`config.mk`:
```
export PLATFORM = sky130hd
export DESIGN_NAME = klein_key_sched_ctrl
export DESIGN_NICKNAME = d
export VERILOG_FILES = /design/src/rtl/klein_pkg.sv /design/src/rtl/key_gen.sv /design/src/rtl/klein_key_sched_ctrl.sv
export SDC_FILE = /design/constraint.sdc
export NUM_CORES = 1
export LEC_CHECK = 0
export BUFFER_PORTS_ARGS = -buffer_cell sky130_fd_sc_hd__buf_2
export CORE_MARGIN = 2
export CORE_UTILIZATION = 55
export DETAILED_ROUTE_END_ITERATION = 6
export GPL_TIMING_DRIVEN = 1
export PLACE_DENSITY = 0.95
export SYNTH_ARGS = -nofsm -noshare
export SYNTH_HDL_FRONTEND = slang
export SYNTH_SLANG_ARGS = --single-unit
export TNS_END_PERCENT = 50
```
`constraint.sdc`:
```
create_clock -name clk -period 5.7 [get_ports clk]
set_input_delay 0.855 -clock clk [delete_from_list [all_inputs] [get_ports clk]]
set_output_delay 0.855 -clock clk [all_outputs]
set_load 0.03 [all_outputs]
```
`src/rtl/klein_pkg.sv`:
```
// Shared KLEIN-80 definitions: sizes, key type, key-schedule FSM states and the 4-bit S-box.
package klein_pkg;

    localparam int KLEIN_NR    = 16;
    localparam int KLEIN_KEY_W = 80;
    localparam int KLEIN_RC_W  = 8;

    typedef logic [KLEIN_KEY_W-1:0] klein_key_t;

    typedef enum logic {
        IDLE = 1'b0,
        RUN  = 1'b1
    } ksc_state_e;

    function automatic logic [3:0] klein_sbox(input logic [3:0] x);
        logic [3:0] y;
        case (x)
            4'h0: y = 4'h7;
            4'h1: y = 4'h4;
            4'h2: y = 4'hA;
            4'h3: y = 4'h9;
            4'h4: y = 4'h1;
            4'h5: y = 4'hF;
            4'h6: y = 4'hB;
            4'h7: y = 4'h0;
            4'h8: y = 4'hC;
            4'h9: y = 4'h3;
            4'hA: y = 4'h2;
            4'hB: y = 4'h6;
            4'hC: y = 4'h8;
            4'hD: y = 4'hE;
            4'hE: y = 4'hD;
            default: y = 4'h5;
        endcase
        return y;
    endfunction

endpackage

```
`src/rtl/key_gen.sv`:
```
// One KLEIN-80 key-schedule step: byte-rotate both halves, Feistel swap, round constant
// into byte 3 of the new left half, S-box on bytes 2 and 3 of the new right half.
module key_gen
    import klein_pkg::*;
(
    input  klein_key_t              key,
    input  logic [KLEIN_RC_W-1:0]   rc,
    output klein_key_t              key_next
);

    logic [39:0] a_rot;
    logic [39:0] b_rot;
    logic [39:0] a_new;
    logic [39:0] b_new;

    always_comb begin
        a_rot = {key[71:40], key[79:72]};
        b_rot = {key[31:0],  key[39:32]};
        a_new = b_rot;
        b_new = a_rot ^ b_rot;
        a_new[23:16] = a_new[23:16] ^ rc;
        b_new[31:16] = {klein_sbox(b_new[31:28]), klein_sbox(b_new[27:24]),
                        klein_sbox(b_new[23:20]), klein_sbox(b_new[19:16])};
        key_next = {a_new, b_new};
    end

endmodule

```
`src/rtl/klein_key_sched_ctrl.sv`:
```
// Iterative KLEIN-80 key-schedule sequencer: one shared key_gen step walks sk^1..sk^(NR+1),
// optionally streaming every round key over a valid/ready handshake.
module klein_key_sched_ctrl
    import klein_pkg::*;
#(
    parameter int NR    = KLEIN_NR,
    parameter int KEY_W = KLEIN_KEY_W
) (
    input  logic             clk,
    input  logic             rst_n,
    input  logic             start,
    input  logic             abort,
    input  logic             stream_en,
    input  logic [KEY_W-1:0] key_in,
    output logic             rk_valid,
    input  logic             rk_ready,
    output logic [KEY_W-1:0] rk_data,
    output logic [4:0]       rk_round,
    output logic             busy,
    output logic             done,
    output logic [KEY_W-1:0] final_key
);

    localparam logic [4:0] LAST_ROUND = 5'(NR + 1);

    ksc_state_e       state;
    logic [KEY_W-1:0] key_reg;
    logic [KEY_W-1:0] key_nxt;
    logic [4:0]       round;
    logic             stream_q;
    logic             done_q;
    logic [KEY_W-1:0] final_q;
    logic             advance;

    key_gen u_key_gen (
        .key      (key_reg),
        .rc       ({3'b000, round}),
        .key_next (key_nxt)
    );

    // In RUN with streaming, rk_valid is already 1, so acceptance reduces to rk_ready.
    assign advance = stream_q ? rk_ready : 1'b1;

    always_ff @(posedge clk or negedge rst_n) begin
        if (!rst_n) begin
            state    <= IDLE;
            key_reg  <= '0;
            round    <= '0;
            stream_q <= 1'b0;
            done_q   <= 1'b0;
            final_q  <= '0;
        end else begin
            done_q <= 1'b0;
            case (state)
                IDLE: begin
                    if (start && !abort) begin
                        key_reg  <= key_in;
                        round    <= 5'd1;
                        stream_q <= stream_en;
                        state    <= RUN;
                    end
                end
                RUN: begin
                    if (abort) begin
                        state <= IDLE;
                    end else if (advance) begin
                        if (round == LAST_ROUND) begin
                            final_q <= key_reg;
                            done_q  <= 1'b1;
                            state   <= IDLE;
                        end else begin
                            key_reg <= key_nxt;
                            round   <= round + 5'd1;
                        end
                    end
                end
                default: state <= IDLE;
            endcase
        end
    end

    assign busy      = (state == RUN);
    assign rk_valid  = (state == RUN) && stream_q;
    assign rk_data   = key_reg;
    assign rk_round  = round;
    assign done      = done_q;
    assign final_key = final_q;

endmodule

```
---- Word level (Yosys, flattened, before mapping) ----
Memory sizes are Yosys's and may differ from the RTL's.
Cells that the tools add are included.
operators by class
  add/sub/neg operators ................... 1
  multipliers ............................. 0
  div/mod/pow operators ................... 0
  magnitude comparators ................... 0
  eq/ne operators ......................... 5
  shifts and indexed selects .............. 0
  multiplexer cells ....................... 20
  bitwise operators ....................... 4
  reductions and logical operators ........ 6
operators with widths
  cell                 count
  $mux 80              4
  $pmux 80 s2          1
  $xor 40x40->40       1
  $mux 5               4
  $pmux 5 s2           1
  $mux 1               9
  $reduce_and 4->1     2
  $xor 8x5->8          1
  $ne 2x2->1 const B   3
  $add 5x1->5 const B  1
  $eq 5x5->1 const B   1
  $logic_and 1x1->1    2
  $ne 2x1->1 const B   1
  $not 1->1            2
  $pmux 1 s2           1
  $reduce_and 2->1     1
  $logic_not 1->1      1
word-level totals
  register bits after elaboration ......... 168
  bits in latches ......................... 0
  bits in writable memories ............... 0
  bits in read-only memories .............. 256
  input port bits ......................... 86
  output and inout port bits .............. 168
  logic and storage cells ................. 46
  memories ................................ 4
memories
  memory           words  width  rd ports  clocked after Yosys merged registers in  wr ports  RTL line         text
  (no name shown)  16     4      1         0                                        0         klein_pkg.sv:17  case (x)
  (no name shown)  16     4      1         0                                        0         klein_pkg.sv:17
  (no name shown)  16     4      1         0                                        0         klein_pkg.sv:17
  (no name shown)  16     4      1         0                                        0         klein_pkg.sv:17

---- Logic depth before layout (Yosys ltp) ----
Gate-level depths: netlist of the first run.
An unclocked memory read counts as a cell.
  depth after elaboration ................. 6
  depth in mapped cells ................... 9
  mapped depth without buffers ............ 7

---- Cells and area by module ----
A second synthesis of the first run with hierarchy kept.
unflattened totals
  cell total of the unflattened synthesis .. 649
  area total of the unflattened synthesis .. 9,090.0 um^2
by module, submodules not included
  module                times used  cells each  area each (um^2)  seq. area each (um^2)
  klein_key_sched_ctrl  1           472         7,727.4           4,204.0
  key_gen               1           177         1,362.6           0.0

---- Worst setup path before layout of the first run ----
OpenSTA, ideal clock, no wires.
  kind .................................... input to register
  start ................................... in abort
  end ..................................... reg key_reg[31], in the netlist rk_data[31]
  setup time .............................. 0.131 ns
  arrival ................................. 1.990 ns
  data required time ...................... 5.569 ns
  slack ................................... 3.579 ns
  stages on the path ...................... 7
  path buffers ............................ 2
  cells stage by stage .................... nand2b_1 nor3_2 nor2_1 buf_2 clkbuf_1 a22oi_1 o21ai_0
between the ends
  longest elaborated chain between the ends .. 4
  elaborated cells between the ends (all ways) .. 5
  those cells by class .................... eq/ne: 2; reduce/logical: 3
ends and longest elaborated chain
  what                            RTL line                    text
  start: declaration              klein_key_sched_ctrl.sv:12  input logic abort,
  $logic_not 1->1                 klein_key_sched_ctrl.sv:56  if (start && !abort) begin
  $logic_and 1x1->1               klein_key_sched_ctrl.sv:56
  $ne 2x2->1 (no line)            -
  $reduce_and 4->1 (no line) (*)  -
  end signal: assignment          klein_key_sched_ctrl.sv:57  key_reg <= key_in;
  end signal: assignment          klein_key_sched_ctrl.sv:72  key_reg <= key_nxt;
  end: declaration                klein_key_sched_ctrl.sv:27  logic [KEY_W-1:0] key_reg;
Mark *: on every way between the ends. The rest lies on a longest branch, timed or not.
A chain may end at the register's enable or synchronous reset.

---- Worst setup path in the final report of the first run ----
  start ................................... reg state, in the netlist busy
  end ..................................... reg round[3], in the netlist rk_round[3]
between the ends
  longest elaborated chain between the ends .. 3
  elaborated cells between the ends (all ways) .. 7
  those cells by class .................... eq/ne: 4; mux: 1; bitwise: 1; reduce/logical: 1
ends and longest elaborated chain
  what                        RTL line                    text
  start: declaration          klein_key_sched_ctrl.sv:26  ksc_state_e state;
  start signal: assignment    klein_key_sched_ctrl.sv:46  state <= IDLE;
  start signal: assignment    klein_key_sched_ctrl.sv:60  state <= RUN;
  start signal: assignment    klein_key_sched_ctrl.sv:65  state <= IDLE;
  $not 1->1                   -
  $ne 2x2->1 (no line)        -
  $reduce_and 4->1 (no line)  -
  end signal: assignment      klein_key_sched_ctrl.sv:73  round <= round + 5'd1;
  end: declaration            klein_key_sched_ctrl.sv:29  logic [4:0] round;
Parallel ways exist; a longest one is shown, timed or not.

==> impl_metrics.csv, run 1 <==
group,metric,value,unit
sta,final.setup.tns,0,ns
final_layout,nets,1036,
power_and_ir_drop,internal_power,2.61,mW
logic_synthesis,syn-num-nets,793,
drt,antenna_left,0,
drt,routedWlPerCell,20.3,um
logic_synthesis,yosysUniqueCellTypes,45,
floorplanning,initial_core_util,0.557,
clocking,cts_setup_buffers,0,
clocking,clk_path_buf_depth,2,
worst_setup_path,arrival,3.41,ns
logic_synthesis,synth_edf_count,0,
worst_setup_path,startpoint_type,"flop",
global_routing,antenna_found_initial,1,
sta,drv_slew,0,
logic_synthesis,seq_area_frac_synth,0.548,
floorplanning,fp.dieW,122,um
logic_synthesis,synth.avg_cell_area,11.0,um^2
final_layout,areaGrowthSynthToFinish,25.3,%
worst_setup_path,endpoint,"rk_round[3]",
sta,clock.fmax,322,MHz
placement,port_buffers,253,
clocking,clock_sinks,168,
power_and_ir_drop,p_per_area,499,mW/mm^2
clocking,clk_latency,0.43,ns
floorplanning,die_y,122,um
global_routing,grt_max_degree,82,
worst_setup_path,worst_ep_required_time,6.01,ns
drt,drt_iter0_markers,538,
placement,place.gp.congestion,0.942,
drt,drc,0,
outcome,outcome,"complete, no violations",
logic_synthesis,ys_seq_elements,168,
drt,first_pass_iters,5,
power_and_ir_drop,ir_worst_vdd,262,uV
sta,fin_crit_sh,0.544,
sta,fin_hold_ws,0.378,ns
worst_setup_path,rrSetupSlack,2.60,ns
clocking,cts_root_buffer,"clkbuf_16",
clocking,cts_tree,"yes",
floorplanning,ios,254,
power_and_ir_drop,p_sw_frac,0.455,
worst_setup_path,ff2ff_path_depth,6,
hold_path,holdCritPathClass,"input pin to asynchronous set/reset pin",
clocking,cts-resized-gates,0,
sta,relSlewSlack,0.272,
sta,setup_viol,0,
final_layout,fillers,1020,
logic_synthesis,async_flop_share,1.00,
sta,tightestPinTransition,1.09,ns
power_and_ir_drop,power_switching,2.18,mW
drt,num_vias,6678,
drt,vias_per_cell,5.89,
final_layout,layout_common_cells,"buf_2 (252), dfrtp_1 (168), nor2_1 (114)",
worst_setup_path,crit_start,"busy",
final_layout,final_common_cell,"buf_2",
worst_setup_path,cp_max_fo,49,
clocking,cts-buffers-inserted,17,
clocking,htree_num_levels,4,
drt,routed_wl,23.0,mm
final_layout,drive_above_1_share,0.402,
global_routing,grt_pass1_wl,35.4,mm
final_layout,final-seq-area,0.00420,mm^2
sta,finClkSkew,0.00621,ns
power_and_ir_drop,leakage,4.95,nW
worst_setup_path,crit_type,"flop to flop",
clocking,clk_pin_slew,0.06,ns
worst_setup_path,r2r_end,"rk_round[3]",
logic_synthesis,synth-main-ff-cell,"dfrtp_1",
logic_synthesis,synth_area,0.00767,mm^2
sta,rsz0062_at_grt,"false",
logic_synthesis,syn_inst,697,
sta,period_needed,3.10,ns
worst_setup_path,cp-end-kind,"flop",
power_and_ir_drop,pwr-share-comb,0.393,
floorplanning,rows,43,
placement,place_hpwl,16.6,mm
global_routing,overflow,0,
worst_setup_path,r2r_start,"busy",
power_and_ir_drop,seq_power_share,0.390,
sta,hold_violations,0,
global_routing,track_usage,0.319,
logic_synthesis,yosys_warnings,0,
final_layout,multi_input_area,0.00329,mm^2
clocking,ctsHoldBuffers,0,
power_and_ir_drop,clkPwrFrac,0.217,
floorplanning,dieArea,0.0149,mm^2
floorplanning,core-area,0.0138,mm^2
flow_run,cap_violations,0,
global_routing,grt_pass1_vias,6473,
## per-layer routing
metal	track usage	wire, um	part of all wire
met2	0.502	11000	0.48
met4	0.194	1250	0.054
met3	0.0904	2040	0.088
met1	0.392	8730	0.38
met5	0	0	0
## power groups by stage
| stage | Combinational, mW | Sequential [mW] | Clock, mW |
|---|---|---|---|
| global placement | 1.78 | 1.87 | 0 |
| detailed placement | 1.86 | 1.88 | 0 |
| finish | 1.88 | 1.87 | 1.04 |
| global route | 2.04 | 1.90 | 1.10 |
| CTS | 1.87 | 1.86 | 1.05 |
| floorplan | 0.911 | 2.14 | 0 |
## worst max-delay path, cell delays in order, from the launching register on
cell and delay (ns):
dfrtp_1 1.05, nand2b_1 0.37, o31ai_4 0.60, buf_4 0.53, nand4_1 0.18, xor2_1 0.15
nor2_1 0.05
## through the flow
stage | cell area, um^2 | utilization | cells | total power [mW] | worst slack, ns
2_1_floorplan | 7670 | - | 697 | 3.05 | 3.58
3_3_place_gp | 9070 | 0.659 | 1101 | 3.65 | 2.68
3_5_place_dp | 9070 | 0.659 | 1101 | 3.73 | 2.66
4_1_cts | 9600 | 0.697 | 1133 | 4.78 | 2.65
5_1_grt | 9610 | 0.697 | 1134 | 5.04 | 2.32
6_report | 9610 | 0.697 | 1134 | 4.79 | 2.60
## flip-flops by register name, indices dropped and copies added (netlist names)
signal	count
final_key	80
busy	1
stream_q	1
rk_data	80
rk_round	5
done	1
## cell families after synthesis
logic type | count (synthesis) | synth area share
flip-flops | 168 | 0.548
AO/OA/AOI/OAI | 143 | 0.117
adder cells (fa/ha/maj) | 10 | 0.0163
multiplexers | 81 | 0.120
AND/OR/NAND/NOR | 191 | 0.104
buffers and inverters | 45 | 0.0259
XOR/XNOR | 59 | 0.0684
## Yosys cell counts, types with 2 or more instances
cell type    n  area [um^2]
nor2b_1      2         12.5
nor3_1       7         35.0
ha_1        10          125
o31ai_1      2         15.0
xnor2_1     26          228
a21oi_1     14         70.1
nand4_1      2         12.5
clkbuf_1    18         67.6
a22oi_1      5         37.5
inv_1        8         30.0
a31oi_1      6         37.5
buf_2       12         60.1
or3_1        2         12.5
nor2_1     115          432
o21ai_0     37          185
buf_6        2         22.5
nand2_1     48          180
a311oi_1     4         35.0
nand2b_1     3         18.8
nand3_1      4         20.0
o22ai_1     56          350
mux2_2      80          901
a221o_1      6         60.1
buf_1        4         15.0
dfrtp_1    168         4200
a211oi_1     6         45.0
xor2_1      32          280
## worst min path at each step
stage,start,end,slack (ns),depth (start not counted)
after floorplan,stream_q,stream_q,0.48,2
after global placement,final_key[35],final_key[35],0.48,1
after detailed placement,final_key[38],final_key[38],0.49,1
after CTS,rst_n,final_key[7],0.40,1
after global routing,rst_n,final_key[7],0.42,1
final,rst_n,final_key[7],0.38,1
## area by class of cell
cell class / instances / share of cell area
antenna: 1 / 0.000260
multi-input combinational: 484 / 0.342
sequential: 168 / 0.438
tap: 180 / 0.0234
inverter: 9 / 0.00352
timing repair buffer: 260 / 0.138
clock buffer: 18 / 0.0447
clock inverter: 14 / 0.0105
(Power assumes the default switching activity.)
==> inputs of run 2 (changes only) <==
- CORE_UTILIZATION: 55 -> 46
- PLACE_DENSITY: 0.95 -> 0.88
- clock period: 5.7 -> 2.6 ns (I/O delays scaled with it)
==> run 2 against run 1 <==
Net effect:
- global-route usage decreased by 4.3 points
- sequential power up 120%
- design area up 3.0%
- clock-buffer cell count rose by 4
- clock skew grew 0.0071 ns
- die area rose by 19%
- sequential share of layout area decreased by 1.3 points
- critical path depth did not move
- first-iteration DRC count grew 25%
- wire length increased by 4.5%
- flip-flop and latch count unchanged
==> impl_metrics.csv, run 2 (same netlist as run 1, synthesis figures left out) <==
group,metric,value,unit
outcome,outcome,"complete, no violations",
clocking,clock_sinks,168,
sta,period_needed,2.37,ns
power_and_ir_drop,leakage,5.08,nW
placement,place.gp.congestion,0.937,
floorplanning,ios,254,
power_and_ir_drop,p_per_area,1110,mW/mm^2
final_layout,nets,1048,
clocking,htree_num_levels,4,
placement,place_area,0.00927,mm^2
clocking,cts_tree,"yes",
final_layout,drive_above_1_share,0.409,
power_and_ir_drop,seq_power_share,0.373,
sta,final.setup.tns,0,ns
drt,drc,0,
final_layout,layout_common_cells,"buf_2 (252), dfrtp_1 (168), nor2_1 (114)",
floorplanning,die_y,133,um
worst_setup_path,crit_chain,"ha_1, and4bb_4, o31ai_4, buf_4, nor2_1, nor2_1",
power_and_ir_drop,internal_power,6.12,mW
worst_setup_path,r2r_end,"rk_data[14]",
clocking,cts_setup_buffers,0,
worst_setup_path,startpoint_type,"flop",
clocking,cts_root_buffer,"clkbuf_16",
sta,clock.fmax,422,MHz
final_layout,fillers,1360,
power_and_ir_drop,pwr-share-comb,0.390,
worst_setup_path,r2r_start,"rk_round[0]",
power_and_ir_drop,clkPwrFrac,0.237,
sta,setup_viol,0,
floorplanning,rows,47,
global_routing,track_usage,0.277,
worst_setup_path,slowest_delay,0.70,ns
drt,first_pass_iters,5,
global_routing,grt_busiest_layer,"met2",
clocking,clk_path_buf_depth,2,
flow_run,cap_violations,0,
sta,fin_crit_sh,0.912,
global_routing,grt_max_degree,65,
hold_path,hp-start,"stream_en",
drt,num_vias,6607,
worst_setup_path,crit_path_frequent_cell,"nor2_1",
drt,routed_wl,24.1,mm
worst_setup_path,cp_max_fo,30,
worst_setup_path,arrival,2.72,ns
hold_path,min_to,"stream_q",
power_and_ir_drop,p_sw_frac,0.441,
global_routing,antenna_found_initial,4,
worst_setup_path,cp-end-kind,"flop",
drt,routedWlPerCell,20.3,um
worst_setup_path,rrSetupSlack,0.23,ns
hold_path,hold_depth,3,
sta,hold_violations,0,
floorplanning,dieArea,0.0177,mm^2
power_and_ir_drop,power_switching,4.82,mW
worst_setup_path,crit_start,"rk_round[0]",
clocking,clk_pin_slew,0.06,ns
sta,finClkSkew,0.0133,ns
drt,drt_iter0_markers,675,
sta,drv_slew,0,
drt,vias_per_cell,5.57,
drt,antenna_left,0,
power_and_ir_drop,ir_worst_vdd,502,uV
worst_setup_path,crit_slowest_cell,"o31ai_4",
sta,rsz0062_at_grt,"false",
clocking,cts-buffers-inserted,17,
global_routing,overflow,0,
sta,tightestPinTransition,0.800,ns
final_layout,stdcell_area,0.00990,mm^2
placement,place_hpwl,17.5,mm
placement,port_buffers,253,
sta,relSlewSlack,0.467,
worst_setup_path,crit_type,"flop to flop",
global_routing,gr-usage-met3,0.0685,
floorplanning,fp.dieW,133,um
worst_setup_path,worst_ep_required_time,2.95,ns
final_layout,areaGrowthSynthToFinish,29.0,%
global_routing,grtUsageMet1,0.351,
global_routing,met2_usage,0.456,
clocking,clk_latency,0.43,ns
final_layout,final_common_cell,"buf_2",
worst_setup_path,ff2ff_path_depth,6,
floorplanning,core-area,0.0165,mm^2
global_routing,grt_pass1_wl,37.1,mm
floorplanning,initial_core_util,0.466,
global_routing,grt_pass1_vias,6607,
hold_path,holdCritPathClass,"input pin to flop",
## run 2: cell type report
class | instances | area [um^2] | area share
clock inverters | 9 | 115 | 0.0116
diodes | 3 | 7.51 | 0.000759
repair buffers | 272 | 1480 | 0.150
flip-flops and latches | 168 | 4200 | 0.425
clock buffers | 22 | 494 | 0.0499
well taps | 220 | 275 | 0.0278
multi-input cells | 484 | 3290 | 0.332
inverters | 9 | 33.8 | 0.00341
## run 2: critical path: cells and delay by family (launching register included)
family / cells / cell delay (ns)
AO/OA/AOI/OAI: 1 / 0.70
adder cells (fa/ha/maj): 1 / 0.25
buffers and inverters: 1 / 0.43
flip-flops: 1 / 0.48
AND/OR/NAND/NOR: 3 / 0.41
## run 2: metrics by stage
step	cells	hold WS [ns]	setup WS, ns	power (mW)	utilization
4_1_cts	1184	0.175	0.236	10.9	0.601
6_report	1187	0.185	0.229	10.9	0.601
5_1_grt	1187	0.187	0.0673	11.5	0.601
3_3_place_gp	1152	0.427	0.413	8.16	0.563
2_1_floorplan	697	0.0944	0.528	6.69	-
3_5_place_dp	1152	0.435	0.284	8.32	0.563
## run 2: worst max-delay path by stage
stage / end
after global placement: rk_data[13]
after detailed placement: rk_data[14]
final: rk_data[14]
after CTS: rk_data[4]
after floorplan: rk_data[31]
after global routing: rk_data[28]
## run 2: timing repair
action,4_1_cts,5_1_grt
resized for setup,0,0
hold endpoints to repair,62,0
hold buffers,1,0
## run 2: layer usage
layer	vias to the layer above	share of wire
met4	2	0.035
met2	331	0.49
met5	-	0.00066
li1	2970	-
met1	3240	0.40
met3	64	0.076
## run 2: power groups by stage
stage	sequential [mW]	clock [mW]	combinational, mW
finish	4.07	2.60	4.27
global route	4.16	2.74	4.61
CTS	4.07	2.61	4.24
detailed placement	4.11	0	4.21
global placement	4.10	0	4.06
floorplan	4.69	0	2.00
==> inputs of run 3 (changes only) <==
- clock period: 2.6 -> 1.96 ns (I/O delays scaled with it)
==> run 3 against run 2 <==
Net effect:
- design area up 3.1%
- clock-buffer cell count down 2
- flip-flop and latch count unchanged
- register-to-register slack worse by 0.18 ns
- final cell count up 2.5%
- sequential share of layout area down 1.2 points
- wire length up 1.2%
- critical endpoint is now rk_data[22]
- largest power group unchanged
==> impl_metrics.csv, run 3 (same netlist as run 1, synthesis figures left out) <==
group,metric,value,unit
outcome,outcome,"complete, no violations",
drt,num_vias,6773,
power_and_ir_drop,internal_power,8.34,mW
clocking,clk_pin_slew,0.06,ns
worst_setup_path,startpoint_type,"flop",
power_and_ir_drop,p_sw_frac,0.440,
worst_setup_path,arrival,2.18,ns
sta,tightestPinTransition,0.641,ns
sta,drv_slew,0,
placement,place_hpwl,17.9,mm
floorplanning,rows,47,
clocking,clk_latency,0.43,ns
power_and_ir_drop,ir_worst_vdd,749,uV
worst_setup_path,slowest_delay,0.57,ns
worst_setup_path,worst_ep_required_time,2.23,ns
sta,finClkSkew,0.0127,ns
hold_path,hold_depth,3,
drt,vias_per_cell,5.57,
final_layout,drive_above_1_share,0.439,
global_routing,antenna_found_initial,3,
placement,place_area,0.00951,mm^2
clocking,clk_path_buf_depth,2,
worst_setup_path,r2r_end,"rk_data[22]",
drt,drc,0,
power_and_ir_drop,pwr-share-comb,0.417,
drt,drt_iter0_markers,478,
final_layout,nets,1079,
sta,period_needed,1.91,ns
drt,antenna_left,0,
clocking,htree_num_levels,4,
floorplanning,fp.dieW,133,um
global_routing,overflow,0,
sta,hold_violations,0,
clocking,cts_tree,"yes",
worst_setup_path,crit_chain,"xor2_1, buf_4, xnor2_1, o311ai_0, nand2_1",
worst_setup_path,cp-end-kind,"flop",
clocking,cts_setup_buffers,0,
floorplanning,ios,254,
power_and_ir_drop,power_switching,6.55,mW
worst_setup_path,crit_start,"rk_data[12]",
clocking,cts_root_buffer,"clkbuf_16",
worst_setup_path,cp_max_fo,5,
final_layout,final_common_cell,"buf_2",
sta,fin_crit_sh,0.976,
power_and_ir_drop,seq_power_share,0.358,
global_routing,grt_max_degree,69,
sta,rsz0062_at_grt,"true",
worst_setup_path,crit_slowest_cell,"dfrtp_1",
drt,routedWlPerCell,20.0,um
worst_setup_path,path_buf_inv,1,
final_layout,stdcell_area,0.0102,mm^2
final_layout,layout_common_cells,"buf_2 (252), dfrtp_1 (165), nor2_1 (114)",
global_routing,track_usage,0.277,
floorplanning,core-area,0.0165,mm^2
hold_path,min_to,"stream_q",
worst_setup_path,crit_cells,5,
floorplanning,initial_core_util,0.466,
power_and_ir_drop,clkPwrFrac,0.224,
global_routing,grt_pass1_wl,37.3,mm
placement,port_buffers,253,
hold_path,hp-start,"stream_en",
worst_setup_path,r2r_start,"rk_data[12]",
sta,clock.fmax,523,MHz
global_routing,grt_pass1_vias,6597,
hold_path,holdCritPathClass,"input pin to flop",
sta,setup_viol,0,
sta,relSlewSlack,0.570,
floorplanning,dieArea,0.0177,mm^2
drt,first_pass_iters,5,
worst_setup_path,path_delay_family,"flip-flops",
flow_run,cap_violations,0,
worst_setup_path,rrSetupSlack,0.05,ns
power_and_ir_drop,p_total,14.9,mW
floorplanning,die_y,133,um
final_layout,areaGrowthSynthToFinish,33.1,%
power_and_ir_drop,leakage,5.23,nW
worst_setup_path,crit_type,"flop to flop",
clocking,cts-buffers-inserted,17,
placement,place.gp.congestion,0.874,
clocking,clock_sinks,168,
drt,routed_wl,24.4,mm
power_and_ir_drop,p_per_area,1460,mW/mm^2
worst_setup_path,ff2ff_path_depth,5,
==> run 3: worst register-to-register path, delay by kind of cell, from the launching register on <==
| kind | cells | cell delay [ns] |
|---|---|---|
| buffers and inverters | 1 | 0.20 |
| DFF | 1 | 0.57 |
| AOI/OAI and AO/OA | 1 | 0.51 |
| and+or+nand+nor | 1 | 0.12 |
| xor gates and xnor gates | 2 | 0.38 |
==> run 3: per-stage QoR <==
stage / worst slack (ns) / std cells / util / TNS, ns / hold slack, ns
detailed placement: -0.0397 / 1183 / 0.577 / -0.0739 / 0.191
CTS: -0.0234 / 1214 / 0.614 / -0.0234 / 0.0518
global placement: 0.0318 / 1183 / 0.577 / 0 / 0.189
finish: 0.0478 / 1217 / 0.620 / 0 / 0.0685
floorplan: -0.00137 / 697 / - / -0.00137 / -0.00159
global route: -0.0836 / 1216 / 0.620 / -0.174 / 0.0752
==> run 3: how the worst max path moves through the flow <==
stage	endpoint	slack (ns)
6_report	rk_data[22]	0.05
5_1_grt	rk_data[31]	-0.08
4_1_cts	rk_data[20]	-0.02
3_5_place_dp	rk_data[20]	-0.04
3_3_place_gp	rk_data[30]	0.03
2_1_floorplan	rk_data[31]	-0.001
==> run 3: power by group through the flow <==
stage	clock (mW)	sequential (mW)	combinational (mW)
2_1_floorplan	0	6.23	2.65
3_5_place_dp	0	5.33	6.03
5_1_grt	3.54	5.43	6.71
4_1_cts	3.38	5.28	6.11
3_3_place_gp	0	5.32	5.87
6_report	3.34	5.34	6.22
==> run 3: cell type report <==
class                   instances  area (um^2)
multi-input cells             484         3360
clock inverters                10          121
repair buffers                303         1740
clock buffers                  20          457
inverters                       9         33.8
fillers                      1317         6260
flip-flops and latches        168         4210
diodes                          3         7.51
well taps                     220          275
==> run 3: repair_timing <==
| action | 4_1_cts | 5_1_grt |
|---|---|---|
| endpoints found under the setup margin | 4 | 88 |
| hold buffers | 1 | 0 |
| endpoints found under the hold margin | 21 | 0 |
| gates resized for setup | 4 | 16 |
==> run 3: metal layers <==
layer | vias to the layer above | routed length (um) | track usage
met3 | 51 | 1810 | 0.0518
met5 | - | 0 | 0
met1 | 3303 | 9910 | 0.366
met2 | 385 | 12000 | 0.460
li1 | 3034 | - | -
met4 | 0 | 649 | 0.0981
